==> src/rtl/eth_tx_arbiter.sv <==
// Packet-granular round-robin arbiter that merges two AXI-Stream frame sources onto one 10G MAC TX port.
// A source that stalls mid-frame has its frame aborted toward the MAC (tuser=1), and the rest of that frame is flushed.
//
// state | meaning
// IDLE  | no frame owned; choose the next source (one cycle of arbitration)
// SEND  | granted source muxed straight through to the MAC
// ABORT | present one terminating beat with tuser=1 to the MAC
// FLUSH | swallow the remainder of the aborted frame from its source

module eth_tx_arbiter #(
    parameter int DATA_WIDTH = 64,
    parameter int KEEP_WIDTH = DATA_WIDTH / 8,
    parameter int STALL_MAX  = 16,
    parameter int CNT_WIDTH  = 32
) (
    input  logic                  clk156,
    input  logic                  eth_rst,

    input  logic                  s_axis_in0_tvalid,
    output logic                  s_axis_in0_tready,
    input  logic [DATA_WIDTH-1:0] s_axis_in0_tdata,
    input  logic [KEEP_WIDTH-1:0] s_axis_in0_tkeep,
    input  logic                  s_axis_in0_tlast,
    input  logic                  s_axis_in0_tuser,

    input  logic                  s_axis_in1_tvalid,
    output logic                  s_axis_in1_tready,
    input  logic [DATA_WIDTH-1:0] s_axis_in1_tdata,
    input  logic [KEEP_WIDTH-1:0] s_axis_in1_tkeep,
    input  logic                  s_axis_in1_tlast,
    input  logic                  s_axis_in1_tuser,

    output logic                  m_axis_tx_tvalid,
    input  logic                  m_axis_tx_tready,
    output logic [DATA_WIDTH-1:0] m_axis_tx_tdata,
    output logic [KEEP_WIDTH-1:0] m_axis_tx_tkeep,
    output logic                  m_axis_tx_tlast,
    output logic                  m_axis_tx_tuser,

    output logic [CNT_WIDTH-1:0]  pkt_cnt0,
    output logic [CNT_WIDTH-1:0]  pkt_cnt1,
    output logic [15:0]           abort_cnt,
    output logic [7:0]            debug
);

    typedef enum logic [1:0] {
        ST_IDLE  = 2'd0,
        ST_SEND  = 2'd1,
        ST_ABORT = 2'd2,
        ST_FLUSH = 2'd3
    } state_t;

    localparam int SW = (STALL_MAX > 2) ? $clog2(STALL_MAX) : 1;
    localparam logic [SW-1:0] STALL_LAST = SW'(STALL_MAX - 1);

    state_t                state_q, state_d;
    logic                  grant_q, grant_d;
    logic                  last_grant_q, last_grant_d;
    logic [SW-1:0]         stall_q, stall_d;
    logic [CNT_WIDTH-1:0]  pkt0_q, pkt0_d;
    logic [CNT_WIDTH-1:0]  pkt1_q, pkt1_d;
    logic [15:0]           abort_q, abort_d;

    logic                  g_tvalid;
    logic [DATA_WIDTH-1:0] g_tdata;
    logic [KEEP_WIDTH-1:0] g_tkeep;
    logic                  g_tlast;
    logic                  g_tuser;
    logic                  g_tready;

    assign g_tvalid = grant_q ? s_axis_in1_tvalid : s_axis_in0_tvalid;
    assign g_tdata  = grant_q ? s_axis_in1_tdata  : s_axis_in0_tdata;
    assign g_tkeep  = grant_q ? s_axis_in1_tkeep  : s_axis_in0_tkeep;
    assign g_tlast  = grant_q ? s_axis_in1_tlast  : s_axis_in0_tlast;
    assign g_tuser  = grant_q ? s_axis_in1_tuser  : s_axis_in0_tuser;

    assign s_axis_in0_tready = g_tready & ~grant_q;
    assign s_axis_in1_tready = g_tready &  grant_q;

    always_comb begin
        state_d          = state_q;
        grant_d          = grant_q;
        last_grant_d     = last_grant_q;
        stall_d          = stall_q;
        pkt0_d           = pkt0_q;
        pkt1_d           = pkt1_q;
        abort_d          = abort_q;
        g_tready         = 1'b0;
        m_axis_tx_tvalid = 1'b0;
        m_axis_tx_tdata  = '0;
        m_axis_tx_tkeep  = '0;
        m_axis_tx_tlast  = 1'b0;
        m_axis_tx_tuser  = 1'b0;

        case (state_q)
            ST_IDLE: begin
                if (s_axis_in0_tvalid || s_axis_in1_tvalid) begin
                    // Both requesting: the port that did not win last time goes next.
                    if (s_axis_in0_tvalid && s_axis_in1_tvalid) begin
                        grant_d = ~last_grant_q;
                    end else begin
                        grant_d = s_axis_in1_tvalid;
                    end
                    last_grant_d = grant_d;
                    stall_d      = '0;
                    state_d      = ST_SEND;
                end
            end
            ST_SEND: begin
                m_axis_tx_tvalid = g_tvalid;
                m_axis_tx_tdata  = g_tdata;
                m_axis_tx_tkeep  = g_tkeep;
                m_axis_tx_tlast  = g_tlast;
                m_axis_tx_tuser  = g_tuser;
                g_tready         = m_axis_tx_tready;
                if (g_tvalid) begin
                    stall_d = '0;
                    if (m_axis_tx_tready && g_tlast) begin
                        if (grant_q) begin
                            pkt1_d = pkt1_q + CNT_WIDTH'(1);
                        end else begin
                            pkt0_d = pkt0_q + CNT_WIDTH'(1);
                        end
                        state_d = ST_IDLE;
                    end
                end else if (stall_q == STALL_LAST) begin
                    state_d = ST_ABORT;
                end else begin
                    stall_d = stall_q + SW'(1);
                end
            end
            ST_ABORT: begin
                m_axis_tx_tvalid = 1'b1;
                m_axis_tx_tkeep  = KEEP_WIDTH'(1);
                m_axis_tx_tlast  = 1'b1;
                m_axis_tx_tuser  = 1'b1;
                if (m_axis_tx_tready) begin
                    if (abort_q != 16'hffff) begin
                        abort_d = abort_q + 16'd1;
                    end
                    state_d = ST_FLUSH;
                end
            end
            ST_FLUSH: begin
                g_tready = 1'b1;
                if (g_tvalid && g_tlast) begin
                    state_d = ST_IDLE;
                end
            end
            default: state_d = ST_IDLE;
        endcase
    end

    always_ff @(posedge clk156) begin
        if (eth_rst) begin
            state_q      <= ST_IDLE;
            grant_q      <= 1'b0;
            last_grant_q <= 1'b1;
            stall_q      <= '0;
            pkt0_q       <= '0;
            pkt1_q       <= '0;
            abort_q      <= '0;
        end else begin
            state_q      <= state_d;
            grant_q      <= grant_d;
            last_grant_q <= last_grant_d;
            stall_q      <= stall_d;
            pkt0_q       <= pkt0_d;
            pkt1_q       <= pkt1_d;
            abort_q      <= abort_d;
        end
    end

    assign pkt_cnt0  = pkt0_q;
    assign pkt_cnt1  = pkt1_q;
    assign abort_cnt = abort_q;
    assign debug     = {state_q, grant_q, last_grant_q, 4'b0000};

endmodule
==> config.mk <==
export PLATFORM = sky130hd
export DESIGN_NAME = eth_tx_arbiter
export DESIGN_NICKNAME = d
export VERILOG_FILES = /design/src/rtl/eth_tx_arbiter.sv
export SDC_FILE = /design/constraint.sdc
export NUM_CORES = 1
export LEC_CHECK = 0
export BUFFER_PORTS_ARGS = -buffer_cell sky130_fd_sc_hd__buf_4
export CORE_AREA = 2 2 124 126
export DETAILED_ROUTE_END_ITERATION = 10
export DIE_AREA = 0 0 126 128
export HOLD_SLACK_MARGIN = 0.03
export PLACE_DENSITY = 0.83
export SLEW_MARGIN = 10
export SYNTH_ARGS = -nofsm -noshare
export SYNTH_HDL_FRONTEND = slang
export SYNTH_SLANG_ARGS = --single-unit
export TNS_END_PERCENT = 10
==> constraint.sdc <==
create_clock -name clk156 -period 5.3 [get_ports clk156]
set_input_delay 1.325 -clock clk156 [delete_from_list [all_inputs] [get_ports clk156]]
set_output_delay 1.325 -clock clk156 [all_outputs]
set_load 0.05 [all_outputs]
==> out/metrics.csv <==
stage,metric,value,unit
outcome,status,"finished, final reports clean",
floorplan,die_x,126,um
sta,rsz0062_at_grt,false,
sta,setup_ws,1.383,ns
placement,globalplace.congestion,0.8907,
clock_tree,h-tree-depth,3,
floorplan,start_util,0.3875,
sta,fmax,0.2553,GHz
setup_path,crit_path_max_incr_delay,0.86,ns
setup_path,reg2reg_depth,6,
setup_path,critPathSlowestCell,inv_2,
final_layout,drive_above_1_share,0.3623,
setup_path,r2r_setup_slack,2.37,ns
sta,final_hold_viol_count,0,
route,ant_nets,0,
hold_path,hold_path_startpoint,pkt_cnt0[16],
setup_path,r2r_end,pkt_cnt0[28],
synth,syn_area_per_cell,8.023,um2
setup_path,crit_arrival,2.59,ns
hold_path,hold_end,pkt_cnt0[16],
sta,tightestPinTransition,1.127,ns
synth,synth_area,0.005761,mm2
floorplan,rows,45,
synth,synth.top_cell.area_share,0.3058,
clock_tree,post_cts_buffers,0,
setup_path,worstSetupEndpointType,primary output,
synth,syn_inst,718,
final_layout,final_cell_mix,"315 x buf_4, 110 x nor2_1, 87 x dfxtp_1",
synth,synth_edf_count,0,
synth,yosysTopAreaCell,dfxtp_1,
placement,dp_hpwl,16700,um
global_routing,antenna_found_initial,1,
final_layout,instances_no_fill,1190,
sta,setup_tns,0,ns
power,power_leakage,3.410,nW
setup_path,crit_path_cell_trace,"inv_1, ha_1, inv_2, nor2_1, o21a_1, buf_4",
sta,period_needed,3.917,ns
final_layout,n_antenna_cell,0,
clock_tree,clk_latency,0.34,ns
synth,yosysSeqAreaShare,0.3058,
placement,placedCellCount,1174,
sta,maxSlewViolCount,0,
placement,io_buffers,313,
synth,synth_async_sr_flop_share,0,
clock_tree,cts.reportedPaths.clkPinSlew,0.06,ns
route,drt_first_pass_iters,5,
clock_tree,numCtsBuffers,9,
setup_path,critPathBufInv,3,
setup_path,crit_fanout,71,
floorplan,die-area,0.01613,mm2
setup_path,start_kind,flop,
global_routing,grt_usage,0.2494,
power,power,2.389,mW
sta,skew,0.007324,ns
synth,synth_flop_cell,dfxtp_1,
setup_path,critPathTopFamily,buffers and inverters,
global_routing,grt_pass1_wl,31970,um
synth,synth_cell_types,56,
final_layout,fillerInstances,1384,
clock_tree,tritoncts,done,
synth,yosysWarningCount,0,
global_routing,grt_overflow_total,0,
route,routed-via-count,6655,
floorplan,ios,318,
floorplan,fp.dieH,128,um
placement,dp_slack,1.718,ns
final_layout,mostFrequentLayoutCell,buf_4,
clock_tree,hold_buffers,0,
sta,max_slew_margin,0.2485,
setup_path,crit_type,flop to primary output,
final_layout,area_growth,46.07,%
global_routing,grt_pass1_vias,6061,
route,dr.first_iter.drc_count,533,
floorplan,core_area,0.01486,mm2
setup_path,cp.required,3.97,ns
route,viasPerCell,5.592,
global_routing,grt_max_degree,72,
hold_path,hp-class,flop to flop,
sta,fin_crit_sh,0.7390,
synth,ys_ff_latch,88,
power,vdd_ir_drop_max,0.0001839,V
hold_path,holdPathStages,2,
final_layout,fin_nets,1158,
route,avgRoutedWirePerCell,18.06,um
clock_tree,clock_sinks,88,
synth,ys_top_cells_by_area,"dfxtp_1 31%, mux2i_1 13%, nor2_1 7.2%",
sta,setup_viol,0,
route,wl,21490,um
power,power-per-cell-area,283.9,mW/mm2
route,drc,0,
job,max-cap-violations,0,
clock_tree,post_cts_resized,0,
clock_tree,root_buffer,clkbuf_16,
clock_tree,clockBufferDepth,2,
-- worst min-delay path: cells and delay by family (launching register included) --
family,cells,cell delay (ns)
AO/OA/AOI/OAI,2,0.12
flip-flops,1,0.33
-- cells by family (layout without fill, tap and decap cells) --
family | Yosys count | in the layout | share of synthesized area
DFF | 88 | 88 | 0.3058
other | 1 | 4 | 0.0006510
and+or+nand+nor | 322 | 322 | 0.3015
buffers and inverters | 66 | 347 | 0.05712
muxes | 88 | 88 | 0.1557
adders and majority gates | 8 | 8 | 0.01738
xor gates and xnor gates | 16 | 16 | 0.02433
AOI/OAI and AO/OA | 129 | 129 | 0.1375
-- power breakdown --
group,internal [mW],total (mW),switching (mW)
logic,0.332,1.02,0.689
registers,0.669,0.708,0.0386
clock network,0.392,0.660,0.268
total,1.39,2.39,0.996
-- registers in the layout, indices dropped and copies added (netlist names), named ones only --
register,flops
stall_q,4
abort_cnt,16
grant_q,1
last_grant_q,1
pkt_cnt1,32
state_q,1
pkt_cnt0,32
-- worst max path at each step --
stage | endpoint | slack, ns | startpoint | depth (start not counted)
6_report | m_axis_tx_tuser | 1.38 | flop | 6
5_1_grt | m_axis_tx_tuser | 1.16 | flop | 6
4_1_cts | m_axis_tx_tuser | 1.35 | flop | 6
3_5_place_dp | m_axis_tx_tuser | 1.72 | flop | 6
3_3_place_gp | m_axis_tx_tvalid | 1.76 | s_axis_in0_tvalid | 5
2_1_floorplan | m_axis_tx_tvalid | 1.72 | s_axis_in1_tvalid | 3
-- per-stage QoR --
| stage | hold slack [ns] | cell area (um2) | utilization |
|---|---|---|---|
| 2_1_floorplan | 0.4770 | 5772 | - |
| 3_3_place_gp | 0.4769 | 8107 | 0.5454 |
| 3_5_place_dp | 0.4884 | 8107 | 0.5454 |
| 4_1_cts | 0.4973 | 8414 | 0.5661 |
| 5_1_grt | 0.5243 | 8414 | 0.5661 |
| 6_report | 0.4948 | 8414 | 0.5661 |
-- cell usage after synthesis (all sizes together), types with 3 or more instances --
master    n
inv      16
clkbuf   31
o31ai    30
nor3      9
xnor2    13
nor4     17
ha        8
xor2      3
or2       4
nor2    110
or4      34
o21a      7
nand2    36
or3      19
mux2i    75
mux2     13
nor2b    13
a21oi    56
nand3    31
o21ai    20
buf      19
and4     12
dfxtp    88
nand4    28
-- layout make-up --
| cell class | instances | area, um2 | area share |
|---|---|---|---|
| Multi-Input combinational cell | 567 | 3681 | 0.4375 |
| Timing Repair Buffer | 315 | 2365 | 0.2810 |
| Sequential cell | 88 | 1765 | 0.2098 |
| Clock buffer | 12 | 256.5 | 0.03048 |
| Tap cell | 188 | 235.2 | 0.02796 |
| Inverter | 16 | 60.06 | 0.007138 |
| Clock inverter | 4 | 51.30 | 0.006097 |
-- per-layer routing --
metal / wire length, um / global-route usage / vias to the layer above
met3: 1960 / 0.07721 / 48
met5: 12 / 0 / -
li1: - / - / 3199
met2: 10440 / 0.4181 / 308
met4: 543 / 0.08597 / 2
met1: 8532 / 0.3041 / 3098
(Power assumes the default switching activity.)
